**src/rtl/dpwm_pkg.sv**
```systemverilog
// Shared definitions for the DPWM generator and its capture/loopback checker.
//   dpwm_state_t          : capture FSM state encoding
//   DPWM_RESOLUTION       : default width of counters and measured values
//   DPWM_SYNC_STAGES_MIN  : minimum number of synchronizer flops on async gate inputs
package dpwm_pkg;

  localparam int DPWM_RESOLUTION      = 12;
  localparam int DPWM_SYNC_STAGES_MIN = 2;

  typedef enum logic [2:0] {
    ST_IDLE  = 3'd0,
    ST_C1_HI = 3'd1,
    ST_DT1   = 3'd2,
    ST_C2_HI = 3'd3,
    ST_DT2   = 3'd4
  } dpwm_state_t;

endpackage

```
**src/rtl/dpwm_edge_sync.sv**
```systemverilog
// Synchronizes one asynchronous gate signal into the hf_clock domain and
// produces single-cycle rise/fall pulses from the synchronized level.
//   hf_clock : sampling clock
//   reset    : synchronous, active-high; clears all flops
//   din      : asynchronous input
//   level    : synchronized level
//   rise     : high for the first cycle level is 1
//   fall     : high for the first cycle level is 0
module dpwm_edge_sync
  import dpwm_pkg::*;
#(
  parameter int SYNC_STAGES = DPWM_SYNC_STAGES_MIN
) (
  input  logic hf_clock,
  input  logic reset,
  input  logic din,
  output logic level,
  output logic rise,
  output logic fall
);

  // Fewer than two stages is never metastability-safe, so clamp.
  localparam int STAGES = (SYNC_STAGES < DPWM_SYNC_STAGES_MIN) ? DPWM_SYNC_STAGES_MIN : SYNC_STAGES;

  logic [STAGES-1:0] sync_q;
  logic              level_d;

  always_ff @(posedge hf_clock) begin
    if (reset) begin
      sync_q  <= '0;
      level_d <= 1'b0;
    end else begin
      sync_q  <= {sync_q[STAGES-2:0], din};
      level_d <= sync_q[STAGES-1];
    end
  end

  assign level = sync_q[STAGES-1];
  assign rise  = level & ~level_d;
  assign fall  = ~level & level_d;

endmodule

```
**src/rtl/dpwm_capture.sv**
```systemverilog
// Measures a complementary gate pair (c1 high side, c2 low side) and reports,
// once per switching period, period / c1 on-time / dead-time c1->c2 /
// dead-time c2->c1, all in hf_clock cycles.
//   hf_clock    : sampling clock
//   reset       : synchronous, active-high
//   enable      : 0 forces IDLE and clears counters; outputs hold
//   c1, c2      : asynchronous gate inputs
//   period      : cycles between consecutive c1 rises
//   on_time     : cycles c1 high
//   dt1, dt2    : both-low cycles after c1 fall / after c2 fall
//   meas_valid  : one-cycle pulse when the four values update
//   err_overlap : c1 and c2 were high together in the published period
//   err_sat     : a counter hit all-ones in the published period
//   stalled     : no c1 rise for 2^RESOLUTION-1 cycles; cleared by next c1 rise
//
// state    | meaning
// ---------+-----------------------------------------------------------
// ST_IDLE  | not armed; waiting for the first c1 rise
// ST_C1_HI | c1 high, counting on-time
// ST_DT1   | c1 fallen, waiting for c2 rise (or c1 rise if c2 is absent)
// ST_C2_HI | c2 high
// ST_DT2   | c2 fallen, waiting for c1 rise to close the period
module dpwm_capture
  import dpwm_pkg::*;
#(
  parameter int RESOLUTION  = DPWM_RESOLUTION,
  parameter int SYNC_STAGES = DPWM_SYNC_STAGES_MIN
) (
  input  logic                  hf_clock,
  input  logic                  reset,
  input  logic                  enable,
  input  logic                  c1,
  input  logic                  c2,
  output logic [RESOLUTION-1:0] period,
  output logic [RESOLUTION-1:0] on_time,
  output logic [RESOLUTION-1:0] dt1,
  output logic [RESOLUTION-1:0] dt2,
  output logic                  meas_valid,
  output logic                  err_overlap,
  output logic                  err_sat,
  output logic                  stalled
);

  localparam logic [RESOLUTION-1:0] CNT_MAX = '1;
  localparam logic [RESOLUTION-1:0] CNT_ONE = {{(RESOLUTION-1){1'b0}}, 1'b1};

  function automatic logic [RESOLUTION-1:0] sat_inc(input logic [RESOLUTION-1:0] v);
    return (v == CNT_MAX) ? v : v + CNT_ONE;
  endfunction

  logic s1, s1_rise, s1_fall;
  logic s2, s2_rise, s2_fall;

  dpwm_edge_sync #(.SYNC_STAGES(SYNC_STAGES)) u_sync_c1 (
    .hf_clock(hf_clock), .reset(reset), .din(c1),
    .level(s1), .rise(s1_rise), .fall(s1_fall)
  );

  dpwm_edge_sync #(.SYNC_STAGES(SYNC_STAGES)) u_sync_c2 (
    .hf_clock(hf_clock), .reset(reset), .din(c2),
    .level(s2), .rise(s2_rise), .fall(s2_fall)
  );

  dpwm_state_t           state, state_nx;
  logic [RESOLUTION-1:0] per_cnt, ph_cnt;
  logic [RESOLUTION-1:0] on_lat, dt1_lat;
  logic                  ovl_flag, sat_flag;

  logic arm, publish, ph_restart, lat_on, lat_dt1, dt1_zero, dt2_zero, go_stall;
  logic per_start, ph_start, cnt_clear, sat_now;

  always_comb begin
    state_nx   = state;
    arm        = 1'b0;
    publish    = 1'b0;
    ph_restart = 1'b0;
    lat_on     = 1'b0;
    lat_dt1    = 1'b0;
    dt1_zero   = 1'b0;
    dt2_zero   = 1'b0;
    go_stall   = 1'b0;
    if (!enable) begin
      state_nx = ST_IDLE;
    end else begin
      case (state)
        ST_IDLE: if (s1_rise) begin
          arm      = 1'b1;
          state_nx = ST_C1_HI;
        end
        // An s2 rise while c1 is still high is an overlap, not a phase change.
        ST_C1_HI: if (s1_fall) begin
          lat_on     = 1'b1;
          ph_restart = 1'b1;
          if (s2_rise) begin
            dt1_zero = 1'b1;
            state_nx = ST_C2_HI;
          end else begin
            state_nx = ST_DT1;
          end
        end
        ST_DT1: if (s1_rise) begin
          dt2_zero = 1'b1;
          publish  = 1'b1;
          state_nx = ST_C1_HI;
        end else if (s2_rise) begin
          lat_dt1    = 1'b1;
          ph_restart = 1'b1;
          state_nx   = ST_C2_HI;
        end
        ST_C2_HI: if (s2_fall) begin
          if (s1_rise) begin
            dt2_zero = 1'b1;
            publish  = 1'b1;
            state_nx = ST_C1_HI;
          end else begin
            ph_restart = 1'b1;
            state_nx   = ST_DT2;
          end
        end
        ST_DT2: if (s1_rise) begin
          publish  = 1'b1;
          state_nx = ST_C1_HI;
        end
        default: state_nx = ST_IDLE;
      endcase
      // A rise arriving exactly at saturation still closes a legal (max-length) period.
      if (state != ST_IDLE && !publish && per_cnt == CNT_MAX) begin
        go_stall = 1'b1;
        state_nx = ST_IDLE;
      end
    end
  end

  always_ff @(posedge hf_clock) begin
    if (reset) state <= ST_IDLE;
    else       state <= state_nx;
  end

  assign per_start = arm | publish;
  assign ph_start  = per_start | ph_restart;
  assign cnt_clear = !enable || go_stall || (state == ST_IDLE && !arm);
  assign sat_now   = (per_cnt == CNT_MAX) || (ph_cnt == CNT_MAX);

  // Counters hold "cycles elapsed in this phase/period so far", so the value
  // seen on the edge-detect cycle is exactly the length of the phase that ends.
  always_ff @(posedge hf_clock) begin
    if (reset || cnt_clear) begin
      per_cnt  <= '0;
      ph_cnt   <= '0;
      ovl_flag <= 1'b0;
      sat_flag <= 1'b0;
    end else begin
      per_cnt  <= per_start ? CNT_ONE : sat_inc(per_cnt);
      ph_cnt   <= ph_start  ? CNT_ONE : sat_inc(ph_cnt);
      // The c1-rise cycle belongs to the new period, so its overlap is kept.
      ovl_flag <= (per_start ? 1'b0 : ovl_flag) | (s1 & s2);
      sat_flag <= per_start ? 1'b0 : (sat_flag | sat_now);
    end
  end

  always_ff @(posedge hf_clock) begin
    if (reset) begin
      on_lat  <= '0;
      dt1_lat <= '0;
    end else begin
      if (lat_on)        on_lat  <= ph_cnt;
      if (dt1_zero)      dt1_lat <= '0;
      else if (lat_dt1)  dt1_lat <= ph_cnt;
    end
  end

  always_ff @(posedge hf_clock) begin
    if (reset) begin
      period      <= '0;
      on_time     <= '0;
      dt1         <= '0;
      dt2         <= '0;
      meas_valid  <= 1'b0;
      err_overlap <= 1'b0;
      err_sat     <= 1'b0;
      stalled     <= 1'b0;
    end else begin
      meas_valid <= publish;
      if (publish) begin
        period      <= per_cnt;
        on_time     <= on_lat;
        // Closing from DT1 means c2 never rose: the current phase is dt1.
        dt1         <= (state == ST_DT1) ? ph_cnt : dt1_lat;
        dt2         <= dt2_zero ? '0 : ph_cnt;
        err_overlap <= ovl_flag;
        err_sat     <= sat_flag | sat_now;
      end
      if (go_stall)  stalled <= 1'b1;
      else if (arm)  stalled <= 1'b0;
    end
  end

endmodule
```
**config.mk**
```make
export PLATFORM = sky130hd
export DESIGN_NAME = dpwm_capture
export DESIGN_NICKNAME = d
export VERILOG_FILES = /design/src/rtl/dpwm_pkg.sv /design/src/rtl/dpwm_edge_sync.sv /design/src/rtl/dpwm_capture.sv
export SDC_FILE = /design/constraint.sdc
export NUM_CORES = 1
export LEC_CHECK = 0
export BUFFER_PORTS_ARGS = -buffer_cell sky130_fd_sc_hd__buf_4
export CORE_MARGIN = 1.5
export CORE_UTILIZATION = 64
export CTS_BUF_LIST = sky130_fd_sc_hd__clkbuf_4
export DETAILED_ROUTE_END_ITERATION = 8
export PLACE_DENSITY_LB_ADDON = 0.05
export SLEW_MARGIN = 40
export SYNTH_ARGS = -nofsm -noshare
export SYNTH_HDL_FRONTEND = slang
export SYNTH_HIERARCHICAL = 1
export SYNTH_SLANG_ARGS = --single-unit
```
**constraint.sdc**
```tcl
create_clock -name hf_clock -period 4.2 [get_ports hf_clock]
set_clock_uncertainty 0.15 [all_clocks]
set_input_delay 0.63 -clock hf_clock [delete_from_list [all_inputs] [get_ports hf_clock]]
set_output_delay 0.63 -clock hf_clock [all_outputs]
set_load 0.05 [all_outputs]
```
==> metrics.cfg <==
[sta]
hold_viol_final = 0
fin_crit_ns = 2.487
worst_slew_pin_slew_ns = 0.7801
slew_violations = 0
rsz0062_at_grt = no
timing.final.crit_share_pct = 59.22
hold_ws_ns = 0.2373
setup_viol = 0
clock.fmax_mhz = 402.0
tns_ns = 0
setup_ws_ns = 1.713
slew_headroom_pct = 47.99

[yosys]
synth_fp_nets = 496
synthFlopType = dfxtp_1
synth_edf_count = 0
yosysWarnings = 6
ys_seq_area_share_pct = 49.33
synth_seq_cells = 111
synth.distinct_cells = 42
avgSynthCellArea_um2 = 9.211
syn_inst = 489
async_flop_share_pct = 0
syn_area_um2 = 4504

[pwr]
p_per_area_nw_per_um2 = 319.1
power_frac_clock_pct = 31.8
pwr-share-comb_pct = 2.2
ir_drop_mv = 0.2554
sw_frac_of_total_pct = 24.84
p_sw_mw = 0.3998
power.leakage_nw = 1.902
seq_power_share_pct = 65.9
p_int_mw = 1.210

[grt]
grt_pass1_vias = 3165
antenna_found_initial = 0
grt_max_degree = 73
grt_overflow = 0
track_usage_pct = 25.04
grt_pass1_wl_um = 14770

[critical_path]
cp.required_ns = 4.43
max_stage_delay_ns = 0.47
rrSetupSlack_ns = 1.71
worstReg2RegStart = u_sync_c1/sync_q[1]$_SDFF_PP0_
slowest_stage = nor2b_2
end_kind = flip-flop
crit_arrival_ns = 2.72
ff2ff_path_depth = 6
critPathMaxFanout = 11
r2r-end = ph_cnt[8]$_SDFFE_PP0P_
crit_chain = nor2b_2 > and2b_1 > a211oi_1 > or4b_1 > nand3_1 > nor3_1
start_kind = flip-flop
worstSetupPathType = reg2reg

[route]
first_pass_iters = 4
via_count = 3471
drt_iter0_drc = 150
ant_nets = 0
wirelength_um = 9001
wl_per_cell_um = 14.38
drc = 0
via_per_inst = 5.545

[cts]
cts_setup_buffers = 0
clk_latency_ns = 0.47
cts_max_level = 3
postCtsResizedCells = 0
clock_path_buffers = 2
cts-root-buf = clkbuf_4
tritoncts = built
ctsHoldBuffers = 0
clock_sinks = 111
cts_buffers = 9
clk_pin_slew_ns = 0.17

[worst_hold_path]
worstHoldStart = c1
holdPathEnd = u_sync_c1/sync_q[0]$_SDFF_PP0_
whs_path_depth = 2
min_path_type = in2reg

[cells_and_area]
n_antenna_cell = 0
final_nets = 532
area_growth_pct = 12.00
utilization_pct = 74.25
layout-drive-gt1-share_pct = 18.68
stdcell_area_um2 = 5045

[placement]
gp_congestion = 0.8580
portBuffers = 56
place_ws_ns = 1.571
place_area_um2 = 4902
hpwl_um = 6155

[floorplan]
fp.coreArea_um2 = 6794
ios = 57
start_util_pct = 66.30
die_y_um = 86.89
die_area_um2 = 7550
die_w_um = 86.89
rows = 30

[status]
status = finished, final reports clean

[flow_run]
cap_violations = 0

[layout make-up]
class	instances	area, um^2
clock buffer	9	67.56
clock inverter	7	72.57
fill	529	1749
inverter	6	22.52
multi-input combinational	337	2090
sequential	111	2222
tap	96	120.1
timing repair buffer	60	450.4
[synthesized netlist by cell type, types with 2 or more instances]
master    count  area share, %
a21oi_1      36            4.0
nand4_1       7           0.97
and3_1        6           0.83
ha_1          2           0.56
inv_1         6           0.50
nand2_1      63            5.3
a211oi_2     14            3.9
clkbuf_1     13            1.1
xnor2_1       3           0.58
nor2_1       74            6.2
a211oi_1      5           0.83
buf_4         8            1.3
o21ai_0       4           0.44
nor2b_1      12            1.7
and2_1        2           0.28
a22oi_1      13            2.2
dfxtp_1     111             49
a21o_1        2           0.33
nor3_1        8           0.89
xor2_1        8            1.6
mux2i_1      41            9.1
and4_1        6            1.2
buf_2        13            1.4
nand3_1      11            1.2
nand2b_1      2           0.28
a311oi_1      2           0.39
and2b_1       2           0.33
[critical path: cells and delay by family, from the launching register on]
| family | cells | cell delay [ns] |
|---|---|---|
| AO/OA/AOI/OAI | 1 | 0.22 |
| flip-flops | 1 | 0.39 |
| AND/OR/NAND/NOR | 5 | 1.63 |
[power groups by stage]
stage	registers, mW	clock network [mW]	logic [mW]
2_1_floorplan	1.08	0	0.0272
3_3_place_gp	1.08	0	0.0349
3_5_place_dp	1.08	0	0.0361
4_1_cts	1.06	0.528	0.0362
5_1_grt	1.06	0.569	0.0398
6_report	1.06	0.512	0.0361
[metal layers]
layer | global-route usage [%] | vias to the layer above | wire length [um]
met4 | 8.651 | 0 | 80
met5 | 0 | - | 0
met1 | 31.35 | 1647 | 3960
met3 | 5.877 | 6 | 326
met2 | 42.35 | 64 | 4634
li1 | - | 1754 | -
[logic make-up after synthesis]
kind of cell	count (synthesis)	synth area share (%)
AOI/OAI and AO/OA	84	13.69
xor gates and xnor gates	11	2.139
adders and majority gates	2	0.5555
muxes	41	9.111
and+or+nand+nor	199	20.64
DFF	111	49.33
buffers and inverters	41	4.528
[cells in the final DEF, fill, tap and decap left out, drive strengths merged, types with 3 or more instances in the layout]
cell type	n
dfxtp	111
inv	10
xnor2	3
o21ai	5
clkbuf	9
nor2	74
clkinv	3
nor3	8
nand3	11
a211oi	19
mux2i	41
and4	6
nand4	8
xor2	8
buf	60
nor2b	12
and3	6
nand2	63
a21oi	36
a22oi	13
[how the worst max path moves through the flow]
stage | cells after the start | to | startpoint
floorplan | 8 | dt2[0]$_SDFFE_PP0P_ | state[2]$_SDFFE_PP0P_
global placement | 5 | dt1[0]$_SDFFE_PP0P_ | u_sync_c1/sync_q[1]$_SDFF_PP0_
detailed placement | 6 | ph_cnt[8]$_SDFFE_PP0P_ | u_sync_c1/sync_q[1]$_SDFF_PP0_
CTS | 6 | ph_cnt[8]$_SDFFE_PP0P_ | u_sync_c1/sync_q[1]$_SDFF_PP0_
global route | 6 | ph_cnt[8]$_SDFFE_PP0P_ | u_sync_c1/sync_q[1]$_SDFF_PP0_
finish | 6 | ph_cnt[8]$_SDFFE_PP0P_ | u_sync_c1/sync_q[1]$_SDFF_PP0_
[state kept, by name (all words and copies together) (netlist names)]
| register | flops |
|---|---|
| dt1 | 12 |
| dt1_lat | 12 |
| dt2 | 12 |
| err_overlap | 1 |
| err_sat | 1 |
| meas_valid | 1 |
| on_lat | 12 |
| on_time | 12 |
| ovl_flag | 1 |
| per_cnt | 12 |
| period | 12 |
| ph_cnt | 12 |
| sat_flag | 1 |
| stalled | 1 |
| state | 3 |
| u_sync_c1/level_d | 1 |
| u_sync_c1/sync_q | 2 |
| u_sync_c2/level_d | 1 |
| u_sync_c2/sync_q | 2 |
[through the flow]
step                      std cells  total power, mW
after floorplan                 489            1.109
after global placement          609            1.118
after detailed placement        610            1.119
after CTS                       626            1.625
after global routing            626            1.671
final                           626            1.610
Power figures use the tool's default switching activity.
